==> src/rtl/exe_muldiv.sv <==
// exe_muldiv: RV32M/RV64M multiply/divide unit. A pipelined multiplier and an optional
// iterative restoring divider share one writeback port. Define MULDIV_DIV_EN to build the divider.
module exe_muldiv #(
    parameter int XLEN        = 32,
    parameter int MUL_LATENCY = 3,
    parameter int REG_W       = 5
) (
    input  logic             clk,
    input  logic             rst,
    input  logic             flush,
    input  logic             in_valid,
    output logic             in_ready,
    input  logic [2:0]       in_op,
    input  logic [XLEN-1:0]  in_rs1,
    input  logic [XLEN-1:0]  in_rs2,
    input  logic [REG_W-1:0] in_rd,
    output logic             wb_valid,
    output logic             wb_register_write,
    output logic [REG_W-1:0] wb_rd,
    output logic [XLEN-1:0]  wb_result
);

    logic                               accept;
    logic                               acc_mul;
    logic signed [XLEN:0]               a_q;
    logic signed [XLEN:0]               b_q;
    logic                               hi_q;
    logic                               zero_q;
    logic [2*XLEN-1:0]                  prod;
    logic [XLEN-1:0]                    prod_res;
    logic [MUL_LATENCY:1]               vld_pipe;
    logic [MUL_LATENCY:1][REG_W-1:0]    rd_pipe;
    logic [MUL_LATENCY:2][XLEN-1:0]     res_pipe;
    logic                               div_vld;
    logic [REG_W-1:0]                   div_rd;
    logic [XLEN-1:0]                    div_res;

    assign accept = in_valid & in_ready;

    // Stage 1 holds the XLEN+1 extended operands; the product is formed between stages 1 and 2.
    always_ff @(posedge clk or negedge rst) begin
        if (!rst) begin
            a_q    <= '0;
            b_q    <= '0;
            hi_q   <= 1'b0;
            zero_q <= 1'b0;
        end else if (acc_mul) begin
            a_q    <= {((in_op == 3'd1) || (in_op == 3'd2)) & in_rs1[XLEN-1], in_rs1};
            b_q    <= {(in_op == 3'd1) & in_rs2[XLEN-1], in_rs2};
            hi_q   <= (in_op[1:0] != 2'd0);
            zero_q <= in_op[2];
        end
    end

    assign prod     = (2*XLEN)'(a_q * b_q);
    assign prod_res = zero_q ? '0 : (hi_q ? prod[2*XLEN-1:XLEN] : prod[XLEN-1:0]);

    always_ff @(posedge clk or negedge rst) begin
        if (!rst) begin
            vld_pipe <= '0;
            rd_pipe  <= '0;
            res_pipe <= '0;
        end else begin
            vld_pipe[1] <= acc_mul;
            rd_pipe[1]  <= in_rd;
            res_pipe[2] <= prod_res;
            for (int i = 2; i <= MUL_LATENCY; i++) begin
                vld_pipe[i] <= vld_pipe[i-1];
                rd_pipe[i]  <= rd_pipe[i-1];
            end
            for (int i = 3; i <= MUL_LATENCY; i++) res_pipe[i] <= res_pipe[i-1];
            if (flush) vld_pipe <= '0;
        end
    end

`ifdef MULDIV_DIV_EN
    localparam logic [1:0] IDLE = 2'd0;
    localparam logic [1:0] BUSY = 2'd1;
    localparam logic [1:0] DONE = 2'd2;
    localparam int CW = $clog2(XLEN);
    localparam logic [XLEN-1:0] XMIN = {1'b1, {(XLEN-1){1'b0}}};

    logic [1:0]      state;
    logic [CW-1:0]   cnt;
    logic [XLEN-1:0] quo, rem, dvs;
    logic            q_neg, r_neg, is_rem;
    logic            acc_div, sgn, neg_a, neg_b;
    logic [XLEN:0]   shifted, diff;

    // DIV/REM have funct3[0] clear; the unsigned variants set it.
    assign sgn     = ~in_op[0];
    assign neg_a   = sgn & in_rs1[XLEN-1];
    assign neg_b   = sgn & in_rs2[XLEN-1];
    assign shifted = {rem, quo[XLEN-1]};
    assign diff    = shifted - {1'b0, dvs};

    // A divide waits for the multiplier to drain so the two never reach writeback together.
    assign in_ready = ~flush & (state == IDLE) & ~(in_op[2] & (|vld_pipe));
    assign acc_mul  = accept & ~in_op[2];
    assign acc_div  = accept & in_op[2];

    always_ff @(posedge clk or negedge rst) begin
        if (!rst) begin
            state   <= IDLE;
            cnt     <= '0;
            quo     <= '0;
            rem     <= '0;
            dvs     <= '0;
            q_neg   <= 1'b0;
            r_neg   <= 1'b0;
            is_rem  <= 1'b0;
            div_vld <= 1'b0;
            div_rd  <= '0;
            div_res <= '0;
        end else if (flush) begin
            state   <= IDLE;
            div_vld <= 1'b0;
        end else begin
            div_vld <= 1'b0;
            case (state)
                IDLE: if (acc_div) begin
                    div_rd <= in_rd;
                    is_rem <= in_op[1];
                    if (in_rs2 == '0) begin
                        quo   <= '1;
                        rem   <= in_rs1;
                        q_neg <= 1'b0;
                        r_neg <= 1'b0;
                        state <= DONE;
                    end else if (sgn && in_rs1 == XMIN && in_rs2 == '1) begin
                        quo   <= XMIN;
                        rem   <= '0;
                        q_neg <= 1'b0;
                        r_neg <= 1'b0;
                        state <= DONE;
                    end else begin
                        quo   <= neg_a ? -in_rs1 : in_rs1;
                        dvs   <= neg_b ? -in_rs2 : in_rs2;
                        rem   <= '0;
                        q_neg <= neg_a ^ neg_b;
                        r_neg <= neg_a;
                        cnt   <= CW'(XLEN-1);
                        state <= BUSY;
                    end
                end
                BUSY: begin
                    if (!diff[XLEN]) begin
                        rem <= diff[XLEN-1:0];
                        quo <= {quo[XLEN-2:0], 1'b1};
                    end else begin
                        rem <= shifted[XLEN-1:0];
                        quo <= {quo[XLEN-2:0], 1'b0};
                    end
                    cnt <= cnt - 1'b1;
                    if (cnt == '0) state <= DONE;
                end
                DONE: begin
                    div_res <= is_rem ? (r_neg ? -rem : rem) : (q_neg ? -quo : quo);
                    div_vld <= 1'b1;
                    state   <= IDLE;
                end
                default: state <= IDLE;
            endcase
        end
    end
`else
    assign in_ready = ~flush;
    assign acc_mul  = accept;
    assign div_vld  = 1'b0;
    assign div_rd   = '0;
    assign div_res  = '0;
`endif

    always_ff @(posedge clk or negedge rst) begin
        if (!rst) begin
            wb_valid  <= 1'b0;
            wb_rd     <= '0;
            wb_result <= '0;
        end else if (!flush && vld_pipe[MUL_LATENCY]) begin
            wb_valid  <= 1'b1;
            wb_rd     <= rd_pipe[MUL_LATENCY];
            wb_result <= res_pipe[MUL_LATENCY];
        end else if (!flush && div_vld) begin
            wb_valid  <= 1'b1;
            wb_rd     <= div_rd;
            wb_result <= div_res;
        end else begin
            wb_valid  <= 1'b0;
            wb_rd     <= '0;
            wb_result <= '0;
        end
    end

    assign wb_register_write = wb_valid;

endmodule

==> config.mk <==
export PLATFORM = sky130hd
export DESIGN_NAME = exe_muldiv
export DESIGN_NICKNAME = d
export VERILOG_FILES = /design/src/rtl/exe_muldiv.sv
export SDC_FILE = /design/constraint.sdc
export NUM_CORES = 2
export LEC_CHECK = 0
export ABC_AREA = 0
export CORE_MARGIN = 2
export CORE_UTILIZATION = 55
export DETAILED_ROUTE_END_ITERATION = 10
export PLACE_DENSITY = 0.74
export SLEW_MARGIN = 20
export SYNTH_ARGS = -nofsm -noshare
export SYNTH_HDL_FRONTEND = slang
export SYNTH_SLANG_ARGS = --single-unit
==> constraint.sdc <==
create_clock -name clk -period 10.9 [get_ports clk]
set_input_delay 2.18 -clock clk [delete_from_list [all_inputs] [get_ports clk]]
set_output_delay 2.18 -clock clk [all_outputs]
set_load 0.02 [all_outputs]
* Word-level counts from Yosys, hierarchy flattened *
Index checks and enable logic that the tools add are counted.

cells by class
  multiply operators = 1
  equality and inequality tests = 2
  reductions and logical operators = 4
  mux-type cells = 6
  bitwise operators = 4

operator list
  operator            count
  $mux 32             3
  $mul 33x33->64      1
  $mux 5              1
  $and 1x1->1         3
  $eq 3x1->1 const B  1
  $eq 3x2->1 const B  1
  $mux 3              1
  $reduce_bool 2->1   1
  $logic_and 1x1->1   1
  $logic_not 1->1     1
  $logic_or 1x1->1    1
  $mux 1              1
  $not 1->1           1

word-level totals
  bits in registers = 188
  word-level logic and storage cells = 30

* Longest topological paths before layout *
  word-level depth = 3
  depth in mapped cells = 29

* Worst setup path before layout *
OpenSTA, ideal clock, no wires.

  kind = register to register
  start = register b_q[3]
  end = register res_pipe[29] (netlist bit)
  cell stages (with the launch flop) = 28
  setup slack = 3.203 ns
  arrival time = 7.604 ns
  path buffers = 3
  period minus slack after synthesis = 7.697 ns
  path through = dfrtp_1 > clkbuf_1 > clkbuf_1 > nand2_1 > inv_1 > fa_1 > fa_1 > fa_1 > fa_1 > inv_1 > fa_1 > inv_1 > fa_1 > fa_1 > inv_1 > fa_1 > inv_1 > ha_1 > buf_2 > nand3_1 > nor4_1 > nand2_1 > nor2_1 > a31oi_1 > nand3_1 > a31oi_1 > a211o_1 > a211oi_1

between the ends
  longest elaborated chain between the ends = 3

RTL lines
  what                    RTL line  text
  from (decl)             26        logic signed [XLEN:0] b_q;
  from (signal assigned)  49        b_q <= {(in_op == 3'd1) & in_rs2[XLEN-1], in_rs2};
  $mul 33x33->64          55        assign prod = (2*XLEN)'(a_q * b_q);
  $mux 32 (2 in a row)    56        assign prod_res = zero_q ? '0 : (hi_q ? prod[2*XLEN-1:XLEN] : prod[XLEN-1:0]);
  net prod_res[29]        30        logic [XLEN-1:0] prod_res;
  to (decl)               33        logic [MUL_LATENCY:2][XLEN-1:0] res_pipe;

The timed path passes the listed nets, and every way through them passes these cells.
A chain may end at the register's enable or synchronous reset.

* Final worst setup path *
  start = register a_q[32]
  end = register res_pipe[29] (netlist bit)

between the ends
  longest elaborated chain between the ends = 3

RTL lines
  what                    RTL line  text
  from (decl)             25        logic signed [XLEN:0] a_q;
  from (signal assigned)  48        a_q <= {((in_op == 3'd1) || (in_op == 3'd2)) & in_rs1[XLEN-1], in_rs1};
  $mul 33x33->64          55
  $mux 32 (2 in a row)    56
  net prod_res[29]        30

The timed path passes the listed nets, and every way through them passes these cells.

==> out/results.ini <==
[status]
status = complete, no violations

[clock_network]
cts_tree = yes
root_buffer = clkbuf_16
numCtsBuffers = 17
cts.sinks = 188
cts.clk_slew.worst_paths_ns = 0.08
htreeDepth = 4
clk_latency_ns = 0.52
postCtsSetupBuffers = 0
cts_resized = 0
clock_path_buffers = 2
ctsHoldBuffers = 0

[routing]
top_layer = met4
met2_length_um = 55900
wl_met1_um = 42800
drt_pre_antenna_iters = 6
drt-initial-drc-count = 2007
drc_errors = 0
met3WireLength_um = 6640
postRouteAntennaNets = 0
vias = 30700
drt_wl_total_um = 110000
wl_per_cell_um = 19.5
vias_per_cell = 5.44

[floorplan]
core-area_um2 = 80700
io_pins = 116
die_area_um2 = 83900
die_w_um = 290
rows = 104
dieHeight_um = 290
initial_core_util_pct = 55.6

[job]
maxCapViolCount = 0

[critical_path]
slowest_delay_ns = 1.02
worst_setup_path_start_kind = flop
slowest_stage = dfrtp_1
cp.required_ns = 11.31
reg2reg_depth = 24
crit_path_frequent_cell = fa_1
worstPathArrival_ns = 9.43
cp_max_fo = 32
path_cells = nand2_1 > inv_1 > fa_1 > fa_1 > fa_1 > fa_1 > inv_1 > fa_1 > inv_1 > fa_1 > fa_1 > inv_1 > fa_1 > inv_1 > ha_1 > nand3_1 > nor4_1 > nand2_1 > nor2_1 > a31oi_1 > nand3_1 > a31oi_1 > a211o_1 > a211oi_1
criticalPathCategory = flop to flop
critPathCaptureType = flop

[synth]
seq_area_frac_synth_pct = 10.5
netlist_area_um2 = 44900
syn_nets = 6036
ys.flop_type = dfrtp_1
synth.distinct_cells = 75
synthCells = 4623
synth-async-reset-ratio_pct = 100
synth-seq-cells = 188
yosysWarningCount = 0
synth_edf_count = 0
avgSynthCellArea_um2 = 9.70

[timing]
max_slew_margin_pct = 27.3
tns_ns = 0
period_needed_ns = 9.02
finalHoldViolCount = 0
fin_skew_ns = 0.0321
slew_viol_final = 0
worst_pin_slew_ns = 1.09
period_share_pct = 82.7
rsz0062_at_grt = false
max_freq_mhz = 111
finalSetupViolations = 0

[layout]
layout.nets = 5985
final_cell_mix = inv_1, fa_1, nand2_1
n_antenna_cell = 0
layout_commonest_cell = inv_1
final_layout_size_suffix_gt1_share_pct = 4.06
syn_to_final_growth_pct = 5.93

[worst_hold_path]
whs_path_depth = 0
hold_path.class = flop to flop

[grt]
grt_pass1_vias = 34500
grt.total_usage_pct = 28.3
antenna_found_initial = 2
grt-ovfl-total = 0
grt_pass1_wl_um = 183000
grt_max_degree = 73

[placed_design]
globalplace.congestion = 0.950
dp.final_hpwl_um = 91600
portBuffers = 115

-- metal layers --
layer  global-route usage (%)  vias up
met5                        0        -
met4                     11.3        0
met3                     3.59      267
met2                     48.8     1058
met1                     36.5    16200
li1                         -    13200
-- registers in the layout (all words and copies together), names as in the netlist --
name               count
vld_pipe               3
wb_rd                  5
rd_pipe               15
zero_q                 1
a_q                   33
hi_q                   1
res_pipe              64
b_q                   33
wb_register_write      1
wb_result             32
-- area by class of cell --
type,instances,area (µm²)
Fill cell,6862,33200
Clock buffer,18,439
Timing Repair Buffer,179,1640
Inverter,1134,4260
Clock inverter,14,193
Sequential cell,188,4710
Multi-Input combinational cell,3052,35000
Tap cell,1060,1330
-- cell families (layout without fill, tap and decap cells) --
family,count (synthesis),after routing,share of synthesized area (%)
fa+ha+maj,1337,1337,56.1
buf+inv,1383,1345,11.6
compound gates,238,238,3.62
flops,188,188,10.5
xor+xnor,70,70,1.37
simple gates,1335,1335,15.0
mux,72,72,1.79
-- through the flow --
| step | util [%] | cells | instance area (µm²) | worst slack [ns] | hold WS (ns) |
|---|---|---|---|---|---|
| 2_1_floorplan | - | 4623 | 44900 | 3.20 | 0.331 |
| 3_3_place_gp | 58.1 | 5613 | 46900 | 1.93 | 0.331 |
| 3_5_place_dp | 58.1 | 5613 | 46900 | 1.84 | 0.336 |
| 4_1_cts | 58.9 | 5645 | 47500 | 1.80 | 0.353 |
| 5_1_grt | 58.9 | 5645 | 47500 | 1.16 | 0.363 |
| 6_report | 58.9 | 5645 | 47500 | 1.88 | 0.350 |
-- path summary, 6_finish.rpt --
kind,from,to,slack (ns)
worst max-delay path,a_q[32],res_pipe[29],1.88
worst min-delay path,res_pipe[3],res_pipe[35],0.35
worst max register to register,a_q[32],res_pipe[29],1.88
worst min register to register,res_pipe[3],res_pipe[35],0.35
max in group asynchronous,rst,a_q[15],7.85
min in group asynchronous,rst,a_q[28],1.67
-- cells in the mapped netlist, drive strengths merged (3+ instances only) --
cell	n	share of area (%)
a211o	7	0.14
a211oi	12	0.20
a21boi	5	0.084
a21o	23	0.38
a21oi	66	0.74
a221o	3	0.067
a311oi	3	0.073
a31o	3	0.059
a31oi	18	0.32
a41o	3	0.092
and2	568	7.9
and3	14	0.20
buf	12	0.13
clkbuf	237	2.0
dfrtp	188	10
fa	1125	50
ha	212	5.9
inv	1134	9.5
mux2	66	1.7
mux2i	6	0.13
nand2	585	4.9
nand2b	15	0.21
nand3	20	0.22
nand4	8	0.11
nand4b	3	0.059
nor2	62	0.52
nor2b	33	0.46
nor3	8	0.089
nor4	4	0.056
nor4b	3	0.073
o211ai	7	0.13
o21a	5	0.084
o21ai	42	0.47
o21bai	7	0.13
o22ai	8	0.11
o31ai	3	0.050
or3	4	0.056
xnor2	46	0.90
xor2	24	0.47
-- critical path, delay by kind of cell (launching register included) --
family	cells	cell delay [ns]
buf+inv	5	0.68
simple gates	6	1.34
fa+ha+maj	9	5.07
flops	1	1.02
compound gates	4	0.77
Power is not shown: default switching activity piles up to over one toggle a cycle in this logic, so the estimate is an artifact.
